**src/rtl/interrupt_unit_pkg.sv**
```systemverilog
// Shared CPU package: interrupt FSM encoding, cause codes and default
// handler addresses used by the interrupt unit and its clients.
package interrupt_unit_pkg;

    typedef enum logic [1:0] {
        IDLE     = 2'd0,
        SVC_INT  = 2'd1,
        SVC_NMI  = 2'd2,
        SVC_NEST = 2'd3
    } irq_state_e;

    localparam logic [2:0]  CAUSE_NMI       = 3'd4;
    localparam logic [2:0]  CAUSE_SPURIOUS  = 3'd7;

    localparam logic [31:0] NMI_VEC_DEFAULT = 32'h0000_0100;
    localparam logic [31:0] INT_VEC_DEFAULT = 32'h0000_0080;

    // Handler address for a cause code: NMI has its own entry, sources 0-3
    // get 8-byte slots above the maskable base, spurious lands on the base.
    function automatic logic [31:0] cause_to_vector(input logic [2:0]  c,
                                                    input logic [31:0] nmi_vec,
                                                    input logic [31:0] int_vec);
        logic [31:0] v;
        case (c)
            CAUSE_NMI:                 v = nmi_vec;
            3'd0, 3'd1, 3'd2, 3'd3:    v = int_vec + (32'(c) << 3);
            default:                   v = int_vec;
        endcase
        return v;
    endfunction

endpackage

```
**src/rtl/interrupt_unit_prio_enc.sv**
```systemverilog
// Fixed-priority encoder: the lowest-index asserted request wins.
module irq_prio_enc #(
    parameter int N  = 4,
    parameter int IW = $clog2(N)
) (
    input  logic [N-1:0]  req,
    output logic [IW-1:0] idx,
    output logic          valid
);

    // Scan from the top down so the lowest set bit is the last one written.
    always_comb begin
        idx   = '0;
        valid = 1'b0;
        for (int i = N - 1; i >= 0; i--) begin
            if (req[i]) begin
                idx   = IW'(i);
                valid = 1'b1;
            end
        end
    end

endmodule

```
**src/rtl/interrupt_unit.sv**
```systemverilog
// Interrupt unit: edge-captured maskable and non-maskable requests, a
// single level of NMI nesting inside a maskable service, EPC/cause capture
// and vector generation for the Controller.
module interrupt_unit
    import interrupt_unit_pkg::*;
#(
    parameter int          NSRC    = 4,
    parameter logic [31:0] NMI_VEC = NMI_VEC_DEFAULT,
    parameter logic [31:0] INT_VEC = INT_VEC_DEFAULT
) (
    input  logic            Clk,
    input  logic            Rst,
    input  logic [NSRC-1:0] irq,
    input  logic            nmi_in,
    input  logic            mask_we,
    input  logic [NSRC-1:0] mask_wdata,
    input  logic            isInterrupted,
    input  logic            INA,
    input  logic [31:0]     PCIn,
    input  logic            eret,
    output logic            INT,
    output logic            NMI,
    output logic            INTD,
    output logic [31:0]     EPC,
    output logic [2:0]      cause,
    output logic [31:0]     vector,
    output logic [NSRC-1:0] mask
);

    localparam int IW = $clog2(NSRC);

    irq_state_e      state;
    logic [NSRC-1:0] irq_q;
    logic [NSRC-1:0] pend;
    logic [NSRC-1:0] pend_clr;
    logic [NSRC-1:0] irq_rise;
    logic            nmi_q;
    logic            nmi_pend;
    logic            nmi_clr;
    logic            nmi_rise;
    logic            isInterrupted_q;
    logic            ack;
    logic [31:0]     shadow_epc;
    logic [2:0]      shadow_cause;
    logic [IW-1:0]   prio_idx;
    logic            prio_valid;

    assign irq_rise = irq & ~irq_q;
    assign nmi_rise = nmi_in & ~nmi_q;
    assign ack      = isInterrupted & ~isInterrupted_q;

    irq_prio_enc #(
        .N  (NSRC),
        .IW (IW)
    ) u_prio_enc (
        .req   (pend & mask),
        .idx   (prio_idx),
        .valid (prio_valid)
    );

    // Decide which pending bits the current acknowledge consumes.
    always_comb begin
        pend_clr = '0;
        nmi_clr  = 1'b0;
        if (ack && INA && state == IDLE && prio_valid) begin
            pend_clr[prio_idx] = 1'b1;
        end
        if (ack && !INA && (state == IDLE || state == SVC_INT)) begin
            nmi_clr = 1'b1;
        end
    end

    // Request and disable lines derive only from registered state.
    always_comb begin
        INT  = (state == IDLE) && |(pend & mask);
        NMI  = nmi_pend && (state == IDLE || state == SVC_INT);
        INTD = (state != IDLE);
    end

    assign vector = cause_to_vector(cause, NMI_VEC, INT_VEC);

    // Edge capture, pending bookkeeping, mask register and the service FSM;
    // a fresh edge wins over a same-cycle clear so no request is lost.
    always_ff @(posedge Clk) begin
        if (Rst) begin
            state           <= IDLE;
            irq_q           <= '0;
            nmi_q           <= 1'b0;
            isInterrupted_q <= 1'b0;
            pend            <= '0;
            nmi_pend        <= 1'b0;
            mask            <= '0;
            EPC             <= '0;
            cause           <= '0;
            shadow_epc      <= '0;
            shadow_cause    <= '0;
        end else begin
            irq_q           <= irq;
            nmi_q           <= nmi_in;
            isInterrupted_q <= isInterrupted;
            pend            <= (pend & ~pend_clr) | irq_rise;
            nmi_pend        <= (nmi_pend & ~nmi_clr) | nmi_rise;
            if (mask_we) begin
                mask <= mask_wdata;
            end
            case (state)
                IDLE: begin
                    if (ack) begin
                        EPC <= PCIn;
                        if (INA) begin
                            cause <= prio_valid ? 3'(prio_idx) : CAUSE_SPURIOUS;
                            state <= SVC_INT;
                        end else begin
                            cause <= CAUSE_NMI;
                            state <= SVC_NMI;
                        end
                    end
                end
                SVC_INT: begin
                    if (ack && !INA) begin
                        shadow_epc   <= EPC;
                        shadow_cause <= cause;
                        EPC          <= PCIn;
                        cause        <= CAUSE_NMI;
                        state        <= SVC_NEST;
                    end else if (eret) begin
                        state <= IDLE;
                    end
                end
                SVC_NMI: begin
                    if (eret) begin
                        state <= IDLE;
                    end
                end
                SVC_NEST: begin
                    if (eret) begin
                        EPC   <= shadow_epc;
                        cause <= shadow_cause;
                        state <= SVC_INT;
                    end
                end
                default: state <= IDLE;
            endcase
        end
    end

    ack_eret_exclusive: assert property (@(posedge Clk) disable iff (Rst) !(ack && eret));

endmodule

```
**config.mk**
```make
export PLATFORM = sky130hd
export DESIGN_NAME = interrupt_unit
export DESIGN_NICKNAME = d
export VERILOG_FILES = /design/src/rtl/interrupt_unit_pkg.sv /design/src/rtl/interrupt_unit_prio_enc.sv /design/src/rtl/interrupt_unit.sv
export SDC_FILE = /design/constraint.sdc
export NUM_CORES = 1
export LEC_CHECK = 0
export ABC_AREA = 0
export CAP_MARGIN = 20
export CORE_ASPECT_RATIO = 1.5
export CORE_MARGIN = 4
export CORE_UTILIZATION = 46
export CTS_CLUSTER_SIZE = 40
export DETAILED_ROUTE_END_ITERATION = 10
export PLACE_DENSITY_LB_ADDON = 0.1
export SLEW_MARGIN = 20
export SYNTH_ARGS = -nofsm -noshare
export SYNTH_HDL_FRONTEND = slang
export SYNTH_SLANG_ARGS = --single-unit
```
**constraint.sdc**
```tcl
create_clock -name Clk -period 1.8 [get_ports Clk]
set_input_delay 0.36 -clock Clk [delete_from_list [all_inputs] [get_ports Clk]]
set_output_delay 0.36 -clock Clk [all_outputs]
set_load 0.1 [all_outputs]
```
==> results.toml <==
[synth]
yosysTopAreaCell = "dfxtp_1"
synth_flop_cell = "dfxtp_1"
yosysSeqAreaShare_pct = 45.7
synth_warnings = 0
syn_avg_cell_area_um2 = 8.20
synth_edf_count = 0
syn_area_mm2 = 0.00381
synth_top_area_share_pct = 45.7
yosys-top-cells-count = "nand2_1 (108), dfxtp_1 (87), nor2_1 (45)"
ys_types = 35
ys_ff_latch = 87
yosysMostFrequentCell = "nand2_1"
syn_inst = 465
ys_top_cells_by_area = "dfxtp_1 (46%), nand2_1 (11%), buf_4 (6.7%), a311oi_1 (6.4%), a21oi_1 (5.5%)"
synthArstFlopShare_pct = 0

[clocking]
ctsHoldBuffers = 0
clock_latency_ns = 0.33
postCtsSetupRepairBufs = 0
numCtsBuffers = 9
clock_path_buffers = 2
clk_pin_slew_worst_paths_ns = 0.06
cts_tree = "built"
cts.sinks = 87
cts_max_level = 3
root_buffer = "clkbuf_16"

[global_routing]
antenna_found_initial = 0
grt_pass1_vias = 3350
grt-ovfl-total = 0
grt_pass1_wl_mm = 15.4
grt.total_usage_pct = 19.9
grt_max_degree = 88

[power]
internal_power_mw = 3.58
powerDensity_mw_per_mm2 = 1010
p_sw_share_pct = 36.1
ir_drop_mv = 0.674
comb_power_share_pct = 32.0
net-switching-power_mw = 2.02
clkPwrFrac_pct = 29.3
leakage_nw = 2.11
seqPwrFrac_pct = 38.7
p_total_mw = 5.60

[layout]
layout-drive-gt1-share_pct = 19.0
filler_cell_count = 643
syn2layout_area_growth_pct = 45.1
design_area_mm2 = 0.00553
finish.utilization_pct = 68.7
diodes = 0
nNetsFinal = 592

[floorplan]
io_pins = 121
dieArea_mm2 = 0.00984
num_rows = 40
die_x_um = 82.3
die_h_um = 120
core_area_mm2 = 0.00806
initial_core_util_pct = 47.3

[timing]
clock_skew_ns = 0.00484
hold_viol = 0
fmax_ghz = 0.583
setup_violations = 0
rsz0062_at_grt = "no"
fin_hold_ws_ns = 0.452
fin_ws_ns = 0.0854
period_share_pct = 95.3
period_needed_ns = 1.71
drv_slew = 0

[setup_path]
crit_required_ns = 1.44
worstPathArrival_ns = 1.35
crit_type = "flip-flop to output port"
crit_path_max_incr_delay_ns = 0.36
endpoint_kind = "output port"
critical_path.cell_chain = "a22oi_2, nand3_2, and2_4, buf_12"
critPathLaunchType = "flip-flop"
slowest_stage = "dfxtp_2"
cp_max_fo = 5

[routing]
drt_iter0_drc = 174
wl_per_cell_um = 14.3
wl_mm = 9.36
vias = 3384
drc = 0
dr.pass1.iters = 4
ant_nets = 0
vias_per_cell = 5.18

[place]
port_buffers = 92
place_ws_ns = -0.237
placed_area_mm2 = 0.00527
gp_congestion = 0.726
hpwlAfterDp_mm = 6.44

[job]
cap_violations = 0

[worst_hold_path]
hp-class = "flip-flop to flip-flop"

[outcome]
outcome = "completed"
==> cells in the final DEF, fill, tap and decap left out, types with 2 or more instances in the layout <==
cell type,instances
nand2_1,108
dfxtp_1,78
buf_12,52
nor2_1,45
clkdlybuf4s50_1,45
a21oi_1,42
nand3_1,34
a311oi_1,28
conb_1,28
buf_4,11
nor2b_1,10
clkbuf_16,9
dfxtp_2,8
a311oi_2,5
mux2i_1,4
nor2b_4,3
and2_1,3
nand2b_1,3
and2_4,2
inv_1,2
a211oi_1,2
o41ai_1,2
clkinv_2,2
clkbuf_1,2
==> per-layer routing <==
metal / up-vias / wire (um) / track usage (%)
met2: 97 / 5020 / 33.8
met5: - / 0 / 0
met4: 0 / 130 / 9.88
met1: 1592 / 3660 / 22.9
li1: 1683 / - / -
met3: 12 / 545 / 4.13
==> cells by family after synthesis <==
group,Yosys count,share of synthesized area [%]
flip-flops,87,45.7
AO/OA/AOI/OAI,87,16.5
buffers and inverters,70,11.2
AND/OR/NAND/NOR,215,25.1
other,1,0.0983
multiplexers,5,1.35
==> critical path, delay by kind of cell, from the launching register on <==
family                 cells  cell delay [ns]
flip-flops                 1             0.36
AND/OR/NAND/NOR            2             0.29
AO/OA/AOI/OAI              1             0.21
buffers and inverters      1             0.16
==> registers in the layout (all words and copies together), names as in the netlist <==
signal and flops:
state 2, irq_q 4, pend 4, cause 3
nmi_q 1, mask 4, nmi_pend 1, shadow_epc 32
isInterrupted_q 1, EPC 32, shadow_cause 3
==> power groups by stage <==
stage	Combinational, mW	Clock (mW)	Sequential [mW]
2_1_floorplan	0.724	0	2.69
3_3_place_gp	1.78	0	2.20
3_5_place_dp	1.80	0	2.21
4_1_cts	1.80	1.69	2.17
5_1_grt	1.86	1.77	2.18
6_report	1.79	1.64	2.16
==> stage by stage <==
stage	TNS, ns	instances
2_1_floorplan	-0.0649	492
3_3_place_gp	-7.37	639
3_5_place_dp	-10.72	639
4_1_cts	0	653
5_1_grt	0	653
6_report	0	653
==> worst paths after layout <==
| check | slack, ns | cells after the start | start | endpoint |
|---|---|---|---|---|
| min | 0.45 | 2 | shadow_epc[0] | shadow_epc[0] |
| min reg2reg | 0.45 | 2 | shadow_epc[0] | shadow_epc[0] |
| max | 0.09 | 4 | mask[1] | INT |
| max reg2reg | 0.24 | 5 | state[1] | EPC[29] |
==> what timing repair did <==
item,4_1_cts,5_1_grt
pin swaps,0,0
endpoints found under the setup margin,1,1
resized for setup,1,1
==> final cells by class <==
class	instances	area (um2)	area share (%)
multi-input cells	335	1800	32.5
well taps	105	131	2.37
repair buffers	109	1580	28.5
flip-flops and latches	87	1760	31.7
inverters	3	15.0	0.271
clock inverters	2	10.0	0.181
clock buffers	12	246	4.45
(Power assumes the default switching activity.)
